**config.mk**
```make
export PLATFORM = sky130hd
export DESIGN_NAME = dmem_arbiter
export DESIGN_NICKNAME = d
export VERILOG_FILES = /design/src/rtl/dmem_arbiter.sv
export SDC_FILE = /design/constraint.sdc
export NUM_CORES = 1
export LEC_CHECK = 0
export CAP_MARGIN = 25
export CORE_AREA = 2 2 132 134
export CTS_BUF_LIST = sky130_fd_sc_hd__clkbuf_2
export DETAILED_ROUTE_END_ITERATION = 8
export DIE_AREA = 0 0 134 136
export PLACE_DENSITY = 0.65
export SYNTH_ARGS = -nofsm -noshare
export SYNTH_HDL_FRONTEND = slang
export SYNTH_SLANG_ARGS = --single-unit
```
**constraint.sdc**
```tcl
create_clock -name clk -period 3.29 [get_ports clk]
set_input_delay 0.8225 -clock clk [delete_from_list [all_inputs] [get_ports clk]]
set_output_delay 0.8225 -clock clk [all_outputs]
set_load 0.005 [all_outputs]
```
**src/rtl/dmem_arbiter.sv**
```systemverilog
// Two-port arbiter/sequencer in front of the word-organised data memory.
// Define DMEM_ARB_RR_EN for round-robin arbitration; otherwise fixed priority per M0_PRIO.
module dmem_arbiter #(
    parameter logic [31:0] ADDR_LIMIT = 32'h0001_0000,
    parameter bit          M0_PRIO    = 1'b1
) (
    input  logic        clk,
    input  logic        rst,

    input  logic        m0_req_valid,
    output logic        m0_req_ready,
    input  logic        m0_req_we,
    input  logic [31:0] m0_req_addr,
    input  logic [3:0]  m0_req_strb,
    input  logic [31:0] m0_req_wdata,
    output logic        m0_rsp_valid,
    input  logic        m0_rsp_ready,
    output logic [31:0] m0_rsp_rdata,
    output logic        m0_rsp_err,

    input  logic        m1_req_valid,
    output logic        m1_req_ready,
    input  logic        m1_req_we,
    input  logic [31:0] m1_req_addr,
    input  logic [3:0]  m1_req_strb,
    input  logic [31:0] m1_req_wdata,
    output logic        m1_rsp_valid,
    input  logic        m1_rsp_ready,
    output logic [31:0] m1_rsp_rdata,
    output logic        m1_rsp_err,

    output logic        dmem_wr_en,
    output logic [31:0] dmem_bit_wr_en,
    output logic [31:0] dmem_addr,
    output logic [31:0] dmem_wr_data,
    input  logic [31:0] dmem_rd_data
);

    localparam int unsigned DW = 32;
    localparam int unsigned SW = 4;

    typedef enum logic {IDLE, RESP} state_t;

    state_t          state_q, state_d;
    logic            rsp_owner_q;
    logic [DW-1:0]   rsp_rdata_q;
    logic            rsp_err_q;

    logic            owner_ready_c;
    logic            accept_c;
    logic            grant_c;
    logic            prefer_m1_c;
    logic            win_c;
    logic            sel_we_c;
    logic [DW-1:0]   sel_addr_c;
    logic [SW-1:0]   sel_strb_c;
    logic [DW-1:0]   sel_wdata_c;
    logic            in_range_c;

`ifdef DMEM_ARB_RR_EN
    logic            last_grant_q;
`endif

    // Tie-break preference: round-robin favours the port not granted last.
    always_comb begin
`ifdef DMEM_ARB_RR_EN
        prefer_m1_c = (last_grant_q == 1'b0);
`else
        prefer_m1_c = !M0_PRIO;
`endif
    end

    // Arbitration, memory drive and next-state decode.
    always_comb begin
        state_d        = state_q;
        m0_req_ready   = 1'b0;
        m1_req_ready   = 1'b0;
        dmem_wr_en     = 1'b0;
        dmem_bit_wr_en = '0;
        dmem_addr      = '0;
        dmem_wr_data   = '0;

        owner_ready_c = rsp_owner_q ? m1_rsp_ready : m0_rsp_ready;
        accept_c      = !rst && ((state_q == IDLE) || owner_ready_c);
        win_c         = (m0_req_valid && m1_req_valid) ? prefer_m1_c : m1_req_valid;
        grant_c       = accept_c && (m0_req_valid || m1_req_valid);

        sel_we_c    = win_c ? m1_req_we    : m0_req_we;
        sel_addr_c  = win_c ? m1_req_addr  : m0_req_addr;
        sel_strb_c  = win_c ? m1_req_strb  : m0_req_strb;
        sel_wdata_c = win_c ? m1_req_wdata : m0_req_wdata;
        in_range_c  = (sel_addr_c < ADDR_LIMIT);

        if (grant_c) begin
            m0_req_ready   = !win_c;
            m1_req_ready   = win_c;
            dmem_addr      = sel_addr_c;
            dmem_wr_data   = sel_wdata_c;
            dmem_bit_wr_en = {{8{sel_strb_c[3]}}, {8{sel_strb_c[2]}},
                              {8{sel_strb_c[1]}}, {8{sel_strb_c[0]}}};
            dmem_wr_en     = sel_we_c && (sel_strb_c != '0) && in_range_c;
            state_d        = RESP;
        end else if ((state_q == RESP) && owner_ready_c) begin
            state_d = IDLE;
        end
    end

    // Response registers; a pending response is dropped by reset.
    always_ff @(posedge clk or posedge rst) begin
        if (rst) begin
            state_q     <= IDLE;
            rsp_owner_q <= 1'b0;
            rsp_rdata_q <= '0;
            rsp_err_q   <= 1'b0;
        end else begin
            state_q <= state_d;
            if (grant_c) begin
                rsp_owner_q <= win_c;
                rsp_rdata_q <= (!sel_we_c && in_range_c) ? dmem_rd_data : DW'(0);
                rsp_err_q   <= !in_range_c;
            end
        end
    end

`ifdef DMEM_ARB_RR_EN
    always_ff @(posedge clk or posedge rst) begin
        if (rst) begin
            last_grant_q <= 1'b1;
        end else if (grant_c) begin
            last_grant_q <= win_c;
        end
    end
`endif

    assign m0_rsp_valid = (state_q == RESP) && (rsp_owner_q == 1'b0);
    assign m1_rsp_valid = (state_q == RESP) && (rsp_owner_q == 1'b1);
    assign m0_rsp_rdata = rsp_rdata_q;
    assign m1_rsp_rdata = rsp_rdata_q;
    assign m0_rsp_err   = rsp_err_q;
    assign m1_rsp_err   = rsp_err_q;

endmodule

```
======== Word level (Yosys, flattened, before mapping) ========
Index checks and enable logic that the tools add are counted.
operators by class
  bitwise logic cells ..................... 2
  order comparisons ....................... 1
  reduce and logical (&&, ||, !) cells .... 17
  muxes and demuxes ....................... 15
operators with widths
  cell                  number
  $mux 32               6
  $lt 32x17->1 const B  1
  $logic_and 1x1->1     9
  $mux 1                8
  $logic_not 1->1       4
  $mux 4                1
  $reduce_bool 4->1     1
  $logic_or 1x1->1      2
  $not 1->1             2
  $reduce_bool 2->1     1
word-level totals
  word-level logic and storage cells ...... 39
  register bits ........................... 35
  output and inout port bits .............. 167
  input port bits ......................... 176

======== Longest topological paths before layout ========
  depth in word-level cells ............... 7
  depth in mapped cells ................... 6

======== Least setup slack after synthesis ========
Ideal clock, no wire load.
  kind .................................... input to output
  start point ............................. input m0_req_valid
  end point ............................... output dmem_bit_wr_en[25]
  cell stages on the path ................. 6
  path buffers ............................ 3
  required time ........................... 2.467 ns
  data arrival time ....................... 2.111 ns
  setup slack ............................. 0.356 ns
  cell sequence ........................... nand2b_1 -> clkbuf_1 -> clkbuf_1 -> nand2_1 -> a21oi_1 -> buf_4
on the way
  longest elaborated chain between the ends .. 4
ends and longest elaborated chain
  what                line  RTL
  start: declaration  10    input logic m0_req_valid,
  $logic_and 1x1->1   85    win_c = (m0_req_valid && m1_req_valid) ? prefer_m1_c : m1_req_valid;
  $mux 1              85
  $mux 4              90    sel_strb_c = win_c ? m1_req_strb : m0_req_strb;
  $mux 32 (*)         94    if (grant_c) begin
  end: declaration    33    output logic [31:0] dmem_bit_wr_en,
Mark *: on every way between the ends. The rest lies on a longest branch, timed or not.

======== Final worst setup path ========
  start point ............................. input m0_req_addr[22]
  end point ............................... output dmem_wr_en
on the way
  longest elaborated chain between the ends .. 4
ends and longest elaborated chain
  what                line  RTL
  start: declaration  13    input logic [31:0] m0_req_addr,
  $mux 32             89    sel_addr_c = win_c ? m1_req_addr : m0_req_addr;
  $lt 32x17->1        92    in_range_c = (sel_addr_c < ADDR_LIMIT);
  $logic_and 1x1->1   101   dmem_wr_en = sel_we_c && (sel_strb_c != '0) && in_range_c;
  $mux 1              94
  end: declaration    32    output logic dmem_wr_en,
No other way between the ends.

==> results <==
- The wire length of the first global-routing pass is 21,300 um.
- The largest fanout of any net on the critical path is 2.
- The post-synthesis net count is between 500 and 600.
- The source-to-sink clock delay at the later pin of the worst-skew pair is ~0.37 ns.
- After synthesis the netlist holds a flip-flop and latch count of 35.
- The die is around 140 um tall.
- The checks that failed: negative setup slack.
- Global routing consumed, over all layers together, ~15% of the routing resources.
- The layout net count is 898.
- CTS built an H-tree with a depth of 2.
- After routing the design area is approximately 6800 um^2.
- The area inside the core boundary is ~17,000 um^2.
- After synthesis, the mean cell area works out to between 7 and 8 um^2.
- After clock tree synthesis, the clock-pin slew on the worst setup and hold paths is 0.17 ns.
- Across all hold checks on the routed design, the worst slack comes to ~0.55 ns.
- The worst path required time is 2.47 ns.
- For this design the top-level I/O count stands at roughly 340.
- The maximum number of pins on one net before global-route repair is 36.
- The worst clock skew on the final layout is about 0.032 ns.
- The number of max-cap violations is 0.
- The longest clock path from root to sink contains 2 buffers.
- During synthesis, Yosys emitted a total of 0 warnings.
- The first detailed-routing pass ran for 4 iterations.
- The sum of overflow across all layers after global routing is 0.
- For this block, the initial DRC count from the detailed router was 138.
- The critical path data arrival time is 2.47 ns.
- The TritonCTS clock tree is done.
- The number of antenna violations at the first check in global routing is 0.
- The effective utilization at floorplan is ~17%.
- The analysis attributes to cell leakage a power of ~3.3 nW.
- The area growth from synthesis to layout is 137%.
- The largest stage delay on the critical path is approximately 0.55 ns.
- The synthesized instance count is slightly below 400.
- The total half-perimeter wirelength after legalization and detailed placement is between 10,000 and 15,000 um.
- In this run the tightest slew margin relative to its limit is about two thirds.
- Input and output buffers added on the ports amount to 342.
- Of the available clock period, the critical path in the final layout requires 100%.
- The sum of internal, switching and leakage power is 1.31 mW.
- Counting the buffers created by CTS gives 5.
- The routed via count divided by cell count is 4.10.
- The slew of the pin with the lowest slew margin is around 0.47 ns.
- The flow ran to the end, but the final reports show violations.
- Row generation in the floorplan step produced 48 rows.
- The critical path goes through clkdlybuf4s50_1, or4b_4, a2bb2oi_2, a211o_2, nor2_1, buf_2.
- Setup slack on the critical path of the routed design comes to -0.00715 ns.
- The die width is about 130 um.
- The cell type of the slowest stage on the worst timing path is sky130_fd_sc_hd__or4b_4.
- The via count of the first global-routing pass is roughly 3.8k.
- The aggregate routed wire length is about 15,000 um.
- Setup violations remaining at the end of the flow were counted as 1.
- Of the cells placed in the final design, the portion with a size suffix greater than 1 is 12.7%.
- Once placement finished, the instance area stood at between 6000 and 7000 um^2.
- The detail-routed net length per standard cell is about 16 um.
- Setup repair after global routing could not meet its margin everywhere.
- The netlist area before placement is about 2900 um^2.
- The number of antenna diodes in the final layout is 0.
- STA classifies the critical path endpoint as an output port.
- The tree is rooted in a sky130_fd_sc_hd__clkbuf_2.
- In this run the worst hold path is classified as reg -> reg.
- The sequential cell area fraction in the yosys report is 30.5%.
- The routed design could run at a clock period as short as 3.30 ns.
- The via count is 3,883.
- The startpoint type of the worst setup path is a primary input.
- The die covers around 18,000 um^2.
- The number of distinct library cells after synthesis is 27.
- For this run, the top clock speed supported by timing is slightly above 300 MHz.
- Across the VDD grid, the largest voltage drop is about 0.086 mV.
- The count of endpoints failing hold in the final timing report is 0.
- The last weighted congestion value of the routability-driven placer is just under 0.8.
- Hold repair after CTS inserted 0 buffers.
- The clock sink count is 35.
- The detail route stage leaves a number of antenna-violating nets equal to 0.
- By startpoint and endpoint, the worst setup path is classified as in -> out.
- The power density over cell area is a little under 200 nW/um^2.
- The max-slew violation total from the final report is 0.
- The number of remaining DRC errors is 0.
==> layer usage <==
metal | vias to the layer above | GRT usage [%] | share of wire [%]
li1 | 1939 | - | -
met1 | 1778 | 18.6 | 41
met2 | 156 | 26.9 | 52
met3 | 10 | 2.72 | 5.8
met4 | 0 | 2.72 | 1.2
met5 | - | 0 | 0
==> what timing repair did <==
item	in CTS	in global routing
pin swaps	5	2
setup endpoints to repair	99	54
buffers inserted	12	1
gates resized for setup	59	33
gates cloned	6	0
hold endpoints to repair	0	0
==> registers in the layout, indices dropped and copies added (netlist names) <==
register / count
rsp_owner_q: 1
m0_rsp_err: 1
state_q: 1
m0_rsp_rdata: 32
==> cell families after synthesis <==
| kind of cell | synth area share [%] |
|---|---|
| DFF | 30.5 |
| AOI/OAI and AO/OA | 24.7 |
| and+or+nand+nor | 23.1 |
| muxes | 0.740 |
| buffers and inverters | 21.0 |
==> cell usage in the layout, fill, tap and decap left out, drive strengths merged, types with 2 or more instances in the layout <==
cell | netlist | final
clkinv | 0 | 2
dfrtp | 35 | 35
inv | 2 | 2
nor2 | 3 | 3
clkdlybuf4s50 | 0 | 279
clkbuf | 19 | 7
dlymetal6s2s | 0 | 25
a22o | 32 | 32
a21oi | 68 | 68
bufbuf | 0 | 3
buf | 72 | 64
nand2 | 140 | 140
a21o | 3 | 4
nand4 | 2 | 2
dlygate4sd2 | 0 | 35
nor4 | 9 | 9
nor2b | 2 | 2
==> worst paths after layout <==
path | start | end | slack, ns | cells past startpoint
max | m0_req_addr[22] | dmem_wr_en | -0.007 | 6
min | m0_rsp_rdata[13] | m0_rsp_rdata[13] | 0.55 | 1
max reg2reg | rsp_owner_q | m0_rsp_rdata[9] | 1.27 | 7
min reg2reg | m0_rsp_rdata[13] | m0_rsp_rdata[13] | 0.55 | 1
max in group asynchronous | rst | m0_rsp_rdata[20] | 2.12 | 4
min in group asynchronous | rst | state_q | 0.79 | 4
==> cells in the mapped netlist <==
library cell | count | area [um^2]
sky130_fd_sc_hd__and2_1 | 1 | 6.26
sky130_fd_sc_hd__nor4_1 | 8 | 50.1
sky130_fd_sc_hd__buf_6 | 3 | 33.8
sky130_fd_sc_hd__a2111oi_4 | 1 | 27.5
sky130_fd_sc_hd__a211o_2 | 1 | 10.0
sky130_fd_sc_hd__a21oi_1 | 68 | 340
sky130_fd_sc_hd__buf_2 | 2 | 10.0
sky130_fd_sc_hd__or4b_4 | 1 | 13.8
sky130_fd_sc_hd__buf_1 | 6 | 22.5
sky130_fd_sc_hd__inv_1 | 2 | 7.51
sky130_fd_sc_hd__nand3_1 | 1 | 5.00
sky130_fd_sc_hd__a21boi_0 | 1 | 7.51
sky130_fd_sc_hd__nand2b_1 | 1 | 6.26
sky130_fd_sc_hd__a21o_1 | 3 | 22.5
sky130_fd_sc_hd__nor2_1 | 3 | 11.3
sky130_fd_sc_hd__nor4_4 | 1 | 21.3
sky130_fd_sc_hd__o21bai_1 | 1 | 7.51
sky130_fd_sc_hd__a22o_1 | 32 | 280
sky130_fd_sc_hd__mux2_2 | 1 | 11.3
sky130_fd_sc_hd__nand4_1 | 2 | 12.5
sky130_fd_sc_hd__a2bb2oi_2 | 1 | 15.0
sky130_fd_sc_hd__nor2b_1 | 2 | 12.5
sky130_fd_sc_hd__buf_4 | 61 | 458
sky130_fd_sc_hd__dfrtp_1 | 35 | 876
sky130_fd_sc_hd__clkbuf_1 | 19 | 71.3
sky130_fd_sc_hd__nand2_1 | 140 | 526
sky130_fd_sc_hd__mux2i_1 | 1 | 10.0
==> final cells by class <==
class,instances,area (um^2)
Timing Repair Buffer,407,4130
Inverter,2,7.51
Sequential cell,35,876
Fill cell,1701,10100
Clock inverter,2,7.51
Clock buffer,6,30.0
Multi-Input combinational cell,271,1480
Tap cell,225,282
==> power breakdown <==
| group | internal [mW] | switching [mW] |
|---|---|---|
| sequential | 0.434 | 0.00649 |
| clock | 0.0514 | 0.147 |
| combinational | 0.431 | 0.245 |
| total | 0.916 | 0.398 |
==> per-stage QoR <==
stage / setup WS [ns] / setup TNS [ns] / instances / util, %
after CTS: -0.0169 / -0.0169 / 947 / 39.9
after global routing: -0.0798 / -0.0798 / 948 / 40.4
after global placement: -0.595 / -38.02 / 921 / 38.1
final: -0.00715 / -0.00715 / 948 / 40.4
after floorplan: 0.356 / 0 / 398 / -
after detailed placement: -0.568 / -38.35 / 921 / 38.1
==> worst max-delay path: cells and delay by family <==
| kind | cells | cell delay [ns] |
|---|---|---|
| buf+inv | 2 | 0.55 |
| compound gates | 2 | 0.46 |
| simple gates | 2 | 0.64 |
Note: power is estimated with default switching activity, not from simulation.
